**src/rtl/sram_arb_pkg.sv**
```systemverilog
// Shared types and default widths for the three-port SRAM arbiter.
// The port enum values index the one-hot request, grant and ack vectors.
package sram_arb_pkg;

    typedef enum logic [1:0] {
        IDLE    = 2'd0,
        ACC_LO  = 2'd1,
        ACC_HI  = 2'd2,
        RD_TAIL = 2'd3
    } state_t;

    typedef enum logic [1:0] {
        PORT_BOOT  = 2'd0,
        PORT_DATA  = 2'd1,
        PORT_INSTR = 2'd2
    } port_t;

    localparam int NUM_PORTS           = 3;
    localparam int DEF_DATA_WIDTH      = 32;
    localparam int DEF_SRAM_DATA_WIDTH = 16;
    localparam int DEF_SRAM_ADDR_WIDTH = 10;

endpackage

```
**src/rtl/sram_arb_prio.sv**
```systemverilog
// Fixed-priority grant selector: boot only in boot mode, otherwise data over instr.
// A port whose ack is high this cycle is masked so a held level req is not served twice.
module sram_arb_prio
    import sram_arb_pkg::*;
(
    input  logic                 boot_mode,
    input  logic [NUM_PORTS-1:0] req,
    input  logic [NUM_PORTS-1:0] ack,
    output logic [NUM_PORTS-1:0] grant
);

    logic [NUM_PORTS-1:0] elig;

    always_comb begin
        elig  = req & ~ack;
        grant = '0;
        if (boot_mode) begin
            grant[PORT_BOOT] = elig[PORT_BOOT];
        end else if (elig[PORT_DATA]) begin
            grant[PORT_DATA] = 1'b1;
        end else if (elig[PORT_INSTR]) begin
            grant[PORT_INSTR] = 1'b1;
        end
    end

endmodule

```
**src/rtl/sram_arbiter.sv**
```systemverilog
// Three-port arbiter sharing one 16-bit synchronous SRAM; each 32-bit access is
// split into a low and a high half-word access driven by a four-state FSM.
module sram_arbiter
    import sram_arb_pkg::*;
#(
    parameter int DATA_WIDTH      = DEF_DATA_WIDTH,
    parameter int SRAM_DATA_WIDTH = DEF_SRAM_DATA_WIDTH,
    parameter int SRAM_ADDR_WIDTH = DEF_SRAM_ADDR_WIDTH
) (
    input  logic                       clk,
    input  logic                       rst,
    input  logic                       boot_mode,
    input  logic                       boot_req,
    input  logic [SRAM_ADDR_WIDTH-2:0] boot_addr,
    input  logic [DATA_WIDTH-1:0]      boot_wdata,
    output logic                       boot_ack,
    input  logic                       data_req,
    input  logic                       data_we,
    input  logic [SRAM_ADDR_WIDTH-2:0] data_addr,
    input  logic [DATA_WIDTH-1:0]      data_wdata,
    output logic                       data_ack,
    input  logic                       instr_req,
    input  logic [SRAM_ADDR_WIDTH-2:0] instr_addr,
    output logic                       instr_ack,
    output logic [DATA_WIDTH-1:0]      rdata,
    output logic                       sram_ce_n,
    output logic                       sram_we_n,
    output logic                       sram_oe_n,
    output logic                       sram_ub_n,
    output logic                       sram_lb_n,
    output logic [SRAM_ADDR_WIDTH-1:0] sram_addr,
    output logic [SRAM_DATA_WIDTH-1:0] sram_wr_data,
    input  logic [SRAM_DATA_WIDTH-1:0] sram_rd_data,
    output state_t                     dbg_state
);

    localparam int WA  = SRAM_ADDR_WIDTH - 1;
    localparam int SDW = SRAM_DATA_WIDTH;

    // Handshake: req is a level held by the requester; ack is a one-cycle pulse
    // marking completion, and the acked port is masked from arbitration that cycle.
    state_t               state;
    port_t                lat_port;
    logic                 lat_we;
    logic [WA-1:0]        lat_addr;
    logic [DATA_WIDTH-1:0] lat_wdata;
    logic [NUM_PORTS-1:0] ack_q;

    logic [NUM_PORTS-1:0] req_vec;
    logic [NUM_PORTS-1:0] grant;
    port_t                g_port;
    logic                 g_we;
    logic [WA-1:0]        g_addr;
    logic [DATA_WIDTH-1:0] g_wdata;

    always_comb begin
        req_vec             = '0;
        req_vec[PORT_BOOT]  = boot_req;
        req_vec[PORT_DATA]  = data_req;
        req_vec[PORT_INSTR] = instr_req;
    end

    sram_arb_prio u_prio (
        .boot_mode (boot_mode),
        .req       (req_vec),
        .ack       (ack_q),
        .grant     (grant)
    );

    always_comb begin
        g_port  = PORT_BOOT;
        g_we    = 1'b1;
        g_addr  = boot_addr;
        g_wdata = boot_wdata;
        if (grant[PORT_DATA]) begin
            g_port  = PORT_DATA;
            g_we    = data_we;
            g_addr  = data_addr;
            g_wdata = data_wdata;
        end else if (grant[PORT_INSTR]) begin
            g_port  = PORT_INSTR;
            g_we    = 1'b0;
            g_addr  = instr_addr;
            g_wdata = '0;
        end
    end

    always_ff @(posedge clk or posedge rst) begin
        if (rst) begin
            state        <= IDLE;
            lat_port     <= PORT_BOOT;
            lat_we       <= 1'b0;
            lat_addr     <= '0;
            lat_wdata    <= '0;
            ack_q        <= '0;
            rdata        <= '0;
            sram_ce_n    <= 1'b1;
            sram_we_n    <= 1'b1;
            sram_oe_n    <= 1'b1;
            sram_ub_n    <= 1'b1;
            sram_lb_n    <= 1'b1;
            sram_addr    <= '0;
            sram_wr_data <= '0;
        end else begin
            ack_q <= '0;
            case (state)
                IDLE: begin
                    if (|grant) begin
                        lat_port     <= g_port;
                        lat_we       <= g_we;
                        lat_addr     <= g_addr;
                        lat_wdata    <= g_wdata;
                        sram_ce_n    <= 1'b0;
                        sram_ub_n    <= 1'b0;
                        sram_lb_n    <= 1'b0;
                        sram_we_n    <= ~g_we;
                        sram_oe_n    <= g_we;
                        sram_addr    <= {g_addr, 1'b0};
                        sram_wr_data <= g_wdata[SDW-1:0];
                        state        <= ACC_LO;
                    end
                end
                ACC_LO: begin
                    sram_addr    <= {lat_addr, 1'b1};
                    sram_wr_data <= lat_wdata[DATA_WIDTH-1:SDW];
                    state        <= ACC_HI;
                end
                ACC_HI: begin
                    sram_ce_n <= 1'b1;
                    sram_we_n <= 1'b1;
                    sram_oe_n <= 1'b1;
                    sram_ub_n <= 1'b1;
                    sram_lb_n <= 1'b1;
                    if (lat_we) begin
                        ack_q[lat_port] <= 1'b1;
                        state           <= IDLE;
                    end else begin
                        // Low half-word was addressed in ACC_LO and is valid now.
                        rdata[SDW-1:0] <= sram_rd_data;
                        state          <= RD_TAIL;
                    end
                end
                RD_TAIL: begin
                    rdata[DATA_WIDTH-1:SDW] <= sram_rd_data;
                    ack_q[lat_port]         <= 1'b1;
                    state                   <= IDLE;
                end
                default: state <= IDLE;
            endcase
        end
    end

    assign boot_ack  = ack_q[PORT_BOOT];
    assign data_ack  = ack_q[PORT_DATA];
    assign instr_ack = ack_q[PORT_INSTR];
    assign dbg_state = state;

endmodule

```
**config.mk**
```make
export PLATFORM = sky130hd
export DESIGN_NAME = sram_arbiter
export DESIGN_NICKNAME = d
export VERILOG_FILES = /design/src/rtl/sram_arb_pkg.sv /design/src/rtl/sram_arb_prio.sv /design/src/rtl/sram_arbiter.sv
export SDC_FILE = /design/constraint.sdc
export NUM_CORES = 1
export LEC_CHECK = 0
export ABC_AREA = 1
export CORE_ASPECT_RATIO = 0.75
export CORE_MARGIN = 2
export CORE_UTILIZATION = 23
export DETAILED_ROUTE_END_ITERATION = 16
export GPL_TIMING_DRIVEN = 0
export PLACE_DENSITY = 0.48
export SLEW_MARGIN = 25
export SYNTH_ARGS = -nofsm -noshare
export SYNTH_HDL_FRONTEND = slang
export SYNTH_HIERARCHICAL = 1
export SYNTH_SLANG_ARGS = --single-unit
```
**constraint.sdc**
```tcl
create_clock -name clk -period 3.35 [get_ports clk]
set_input_delay 0.67 -clock clk [delete_from_list [all_inputs] [get_ports clk]]
set_output_delay 0.67 -clock clk [all_outputs]
set_load 0.05 [all_outputs]
```
==> results.txt <==
----------------------------------------------------
[Timing]
  Worst setup skew after layout ... between 0.007 and 0.008 ns
  Least setup slack across all paths after layout ... 0.859 ns
  Setup repair after global routing missed its margin ... no
  Number of hold violations in the final report ... 0
  Clock period minus final worst setup slack ... 2.49 ns
  Slew HR ... 61.1%
  Hold Slack ... 0.462 ns
  Final setup viols ... 0
  Max-slew violations ... 0
  Total negative setup slack ... 0 ns
  Max Clock Freq ... roughly 400 MHz
  Period utilisation layout ... 74.4%
  Actual transition at the worst max-transition pin ... 0.584 ns

[Clock tree]
  Cell at the root of the clock tree ... sky130_fd_sc_hd__clkbuf_16
  Worst-skew pair later-pin latency ... roughly 0.35 ns
  Clock transition at the register clock pins on the worst setup and hold paths after CTS ... 0.07 ns
  Total clock buffers created by CTS ... 9
  Largest buffer count on any clock path ... 2
  Number of gates given a new drive strength after cts ... 0
  Quantity of hold-fixing buffers added after cts ... 0
  Clk sink count ... 94
  Post-CTS setup repair buffer count ... 0
  Clock tree from TritonCTS ... yes
  # H-tree levels ... 3

[Cells and area]
  Utilization after layout ... about 37%
  Count of inserted antenna diode cells ... 0
  Number of nets in the layout ... just under 900
  Commonest non-fill, non-tap cell in the layout ... sky130_fd_sc_hd__nand2_1
  Relative area change from synthesis to final layout ... 55.7%
  Final Instance Count excl. Fillers ... ~1,000
  Commonest cells after routing, fill and taps aside ... sky130_fd_sc_hd__nand2_1, sky130_fd_sc_hd__clkdlybuf4s50_1, sky130_fd_sc_hd__dfrtp_1
  Fraction of final layout cells sized beyond drive strength 1 ... 7.00%
  Final std cell area, no fill ... 6790 µm²

[Power]
  Power Total ... around 7 mW
  Worst vdd ir ... 0.000451 V
  PwrDens ... 1010 nW/µm²
  Leakage power ... 3.22 nW

[Place]
  Cell area after placement ... 6520 µm²
  Dpl ws ... around 0.68 ns
  Port bufs ... 181
  Detailed-placement wirelength estimate ... 11,900 µm
  Placed Cells ... 988
  Global placement routability congestion ... roughly 0.9

[Setup path]
  Required time of the critical path ... 2.68 ns
  R2R setup slack ... 1.45 ns
  Critical Path AT ... 1.82 ns
  Critical-path cell list ... buf_4, clkdlybuf4s50_1
  Number of cells on the worst reg-to-reg path ... 9
  Largest stage delay, worst path ... just under 0.8 ns
  Worst Path Max Fanout ... 4
  Number of buffers and inverters on the critical path ... 2
  FF-to-FF End ... lat_wdata[28]$_DFFE_PP0P_
  Critical-path cell with the highest stage delay ... sky130_fd_sc_hd__clkdlybuf4s50_1
  Cell class contributing the biggest share of worst-path delay ... buffers and inverters
  Type of origin of the critical path ... flip-flop
  Endpoint class of the critical path ... primary output
  Category of the critical setup timing path ... flip-flop to primary output
  Worst flop-to-flop path startpoint ... ack_q[1]$_DFF_PP0_

[Yosys]
  Yosys Warn Count ... 6
  Number of cells produced by synthesis ... 559
  Register bit count reported by yosys ... 94
  Average cell area after synthesis ... 7.80 µm²
  Synthesized net count ... 673
  Total standard cell area after synthesis ... 4360 µm²
  Synth cell types ... 19
  Portion of the post-synthesis area used by sequential elements ... 54.0%

[Global route]
  Maximum number of pins on one net before global-route repair ... 65
  Total global-route track usage ... 16.0%
  Grt total ovfl ... 0
  Number of global-route vias before repair ... 4,370
  Global-route wire length before repair ... 24,200 µm
  Initial antenna violation count ... 0

[Floorplan]
  Cell row count ... 43
  IO Count ... between 150 and 200
  Floorplan die height ... 123 µm
  Die Outline Area ... 20,100 µm²
  CORE AREA ... 18,600 µm²
  Die Width ... roughly 160 µm
  Effective utilization at floorplan ... a little under a quarter

[Hold path]
  Class of the most critical hold timing path ... flip-flop to flip-flop
  End point of the most critical hold path ... ack_q[0]$_DFF_PP0_
  Hold Path Depth ... 1
  Hold path start ... lat_port[1]$_DFFE_PP0P_

[Detailed routing]
  Via count of the routed design ... 4,319
  Overall routed net length ... 15,800 µm
  Average vias per placed instance ... between 4 and 5
  Pre-antenna DRT Iters ... 4
  Wire length per cell ... 15.8 µm
  Remaining design rule violation count ... 0
  DRT iter0 DRCs ... 303
  Post-route antenna net violation count ... 0

[Job]
  Max-capacitance violation count ... 0

[Outcome]
  Status ... complete, no violations

----------------------------------------------------
worst max path at each step:
stage                               start                           to  cells after the start
global placement                      rst  sram_wr_data[2]$_DFFE_PP0P_                      2
finish              sram_lb_n$_DFFE_PP1P_                    sram_ub_n                      2
CTS                 sram_lb_n$_DFFE_PP1P_                    sram_ub_n                      2
detailed placement              boot_mode    lat_wdata[28]$_DFFE_PP0P_                     11
floorplan                             rst           ack_q[0]$_DFF_PP0_                      1
global route        sram_lb_n$_DFFE_PP1P_                    sram_ub_n                      2
per-layer routing:
layer | share of wire (%) | vias to the layer above | GRT usage, %
li1 | - | 2147 | -
met2 | 44 | 125 | 23.3
met1 | 50 | 2035 | 23.6
met4 | 1.3 | 0 | 4.37
met5 | 0 | - | 0
met3 | 5.4 | 12 | 3.92
kinds of logic (layout without fill, tap and decap cells):
logic type	count (synthesis)	after routing	synth area share [%]
and+or+nand+nor	333	333	32.0
DFF	94	94	54.0
buffers and inverters	79	277	7.86
AOI/OAI and AO/OA	53	53	6.08
cell type report:
type                       count  area [µm²]
inverter                      45         174
buffer                        34         174
clock buffer                  12         246
timing repair buffer         182        1840
multi-input combinational    386        1660
tap                          247         309
fill                        1935       11800
clock inverter                 4        31.3
sequential                    94        2360
where the power goes:
part	total [mW]	internal, mW	switching [mW]
registers	1.99	1.69	0.297
clock network	0.985	0.527	0.457
logic	3.86	1.25	2.62
total	6.84	3.47	3.37
synth_stat cells (all sizes together):
| cell type | count | share of area [%] |
|---|---|---|
| clkbuf | 8 | 0.69 |
| dfstp | 3 | 1.8 |
| a21oi | 1 | 0.11 |
| nand2 | 234 | 20 |
| inv | 45 | 3.9 |
| o21ai | 52 | 6.0 |
| buf | 26 | 3.3 |
| dfrtp | 91 | 52 |
| nor2 | 8 | 1.1 |
| nand3 | 88 | 10 |
| nor3 | 3 | 0.34 |
sequential cells by signal, summed over array words and instances, names as in the netlist:
signal,flops
lat_wdata,16
sram_we_n,1
sram_oe_n,1
ack_q,3
lat_port,2
sram_wr_data,16
lat_addr,9
sram_addr,10
lat_we,1
dbg_state,2
rdata,32
sram_lb_n,1
(Power assumes the default switching activity.)
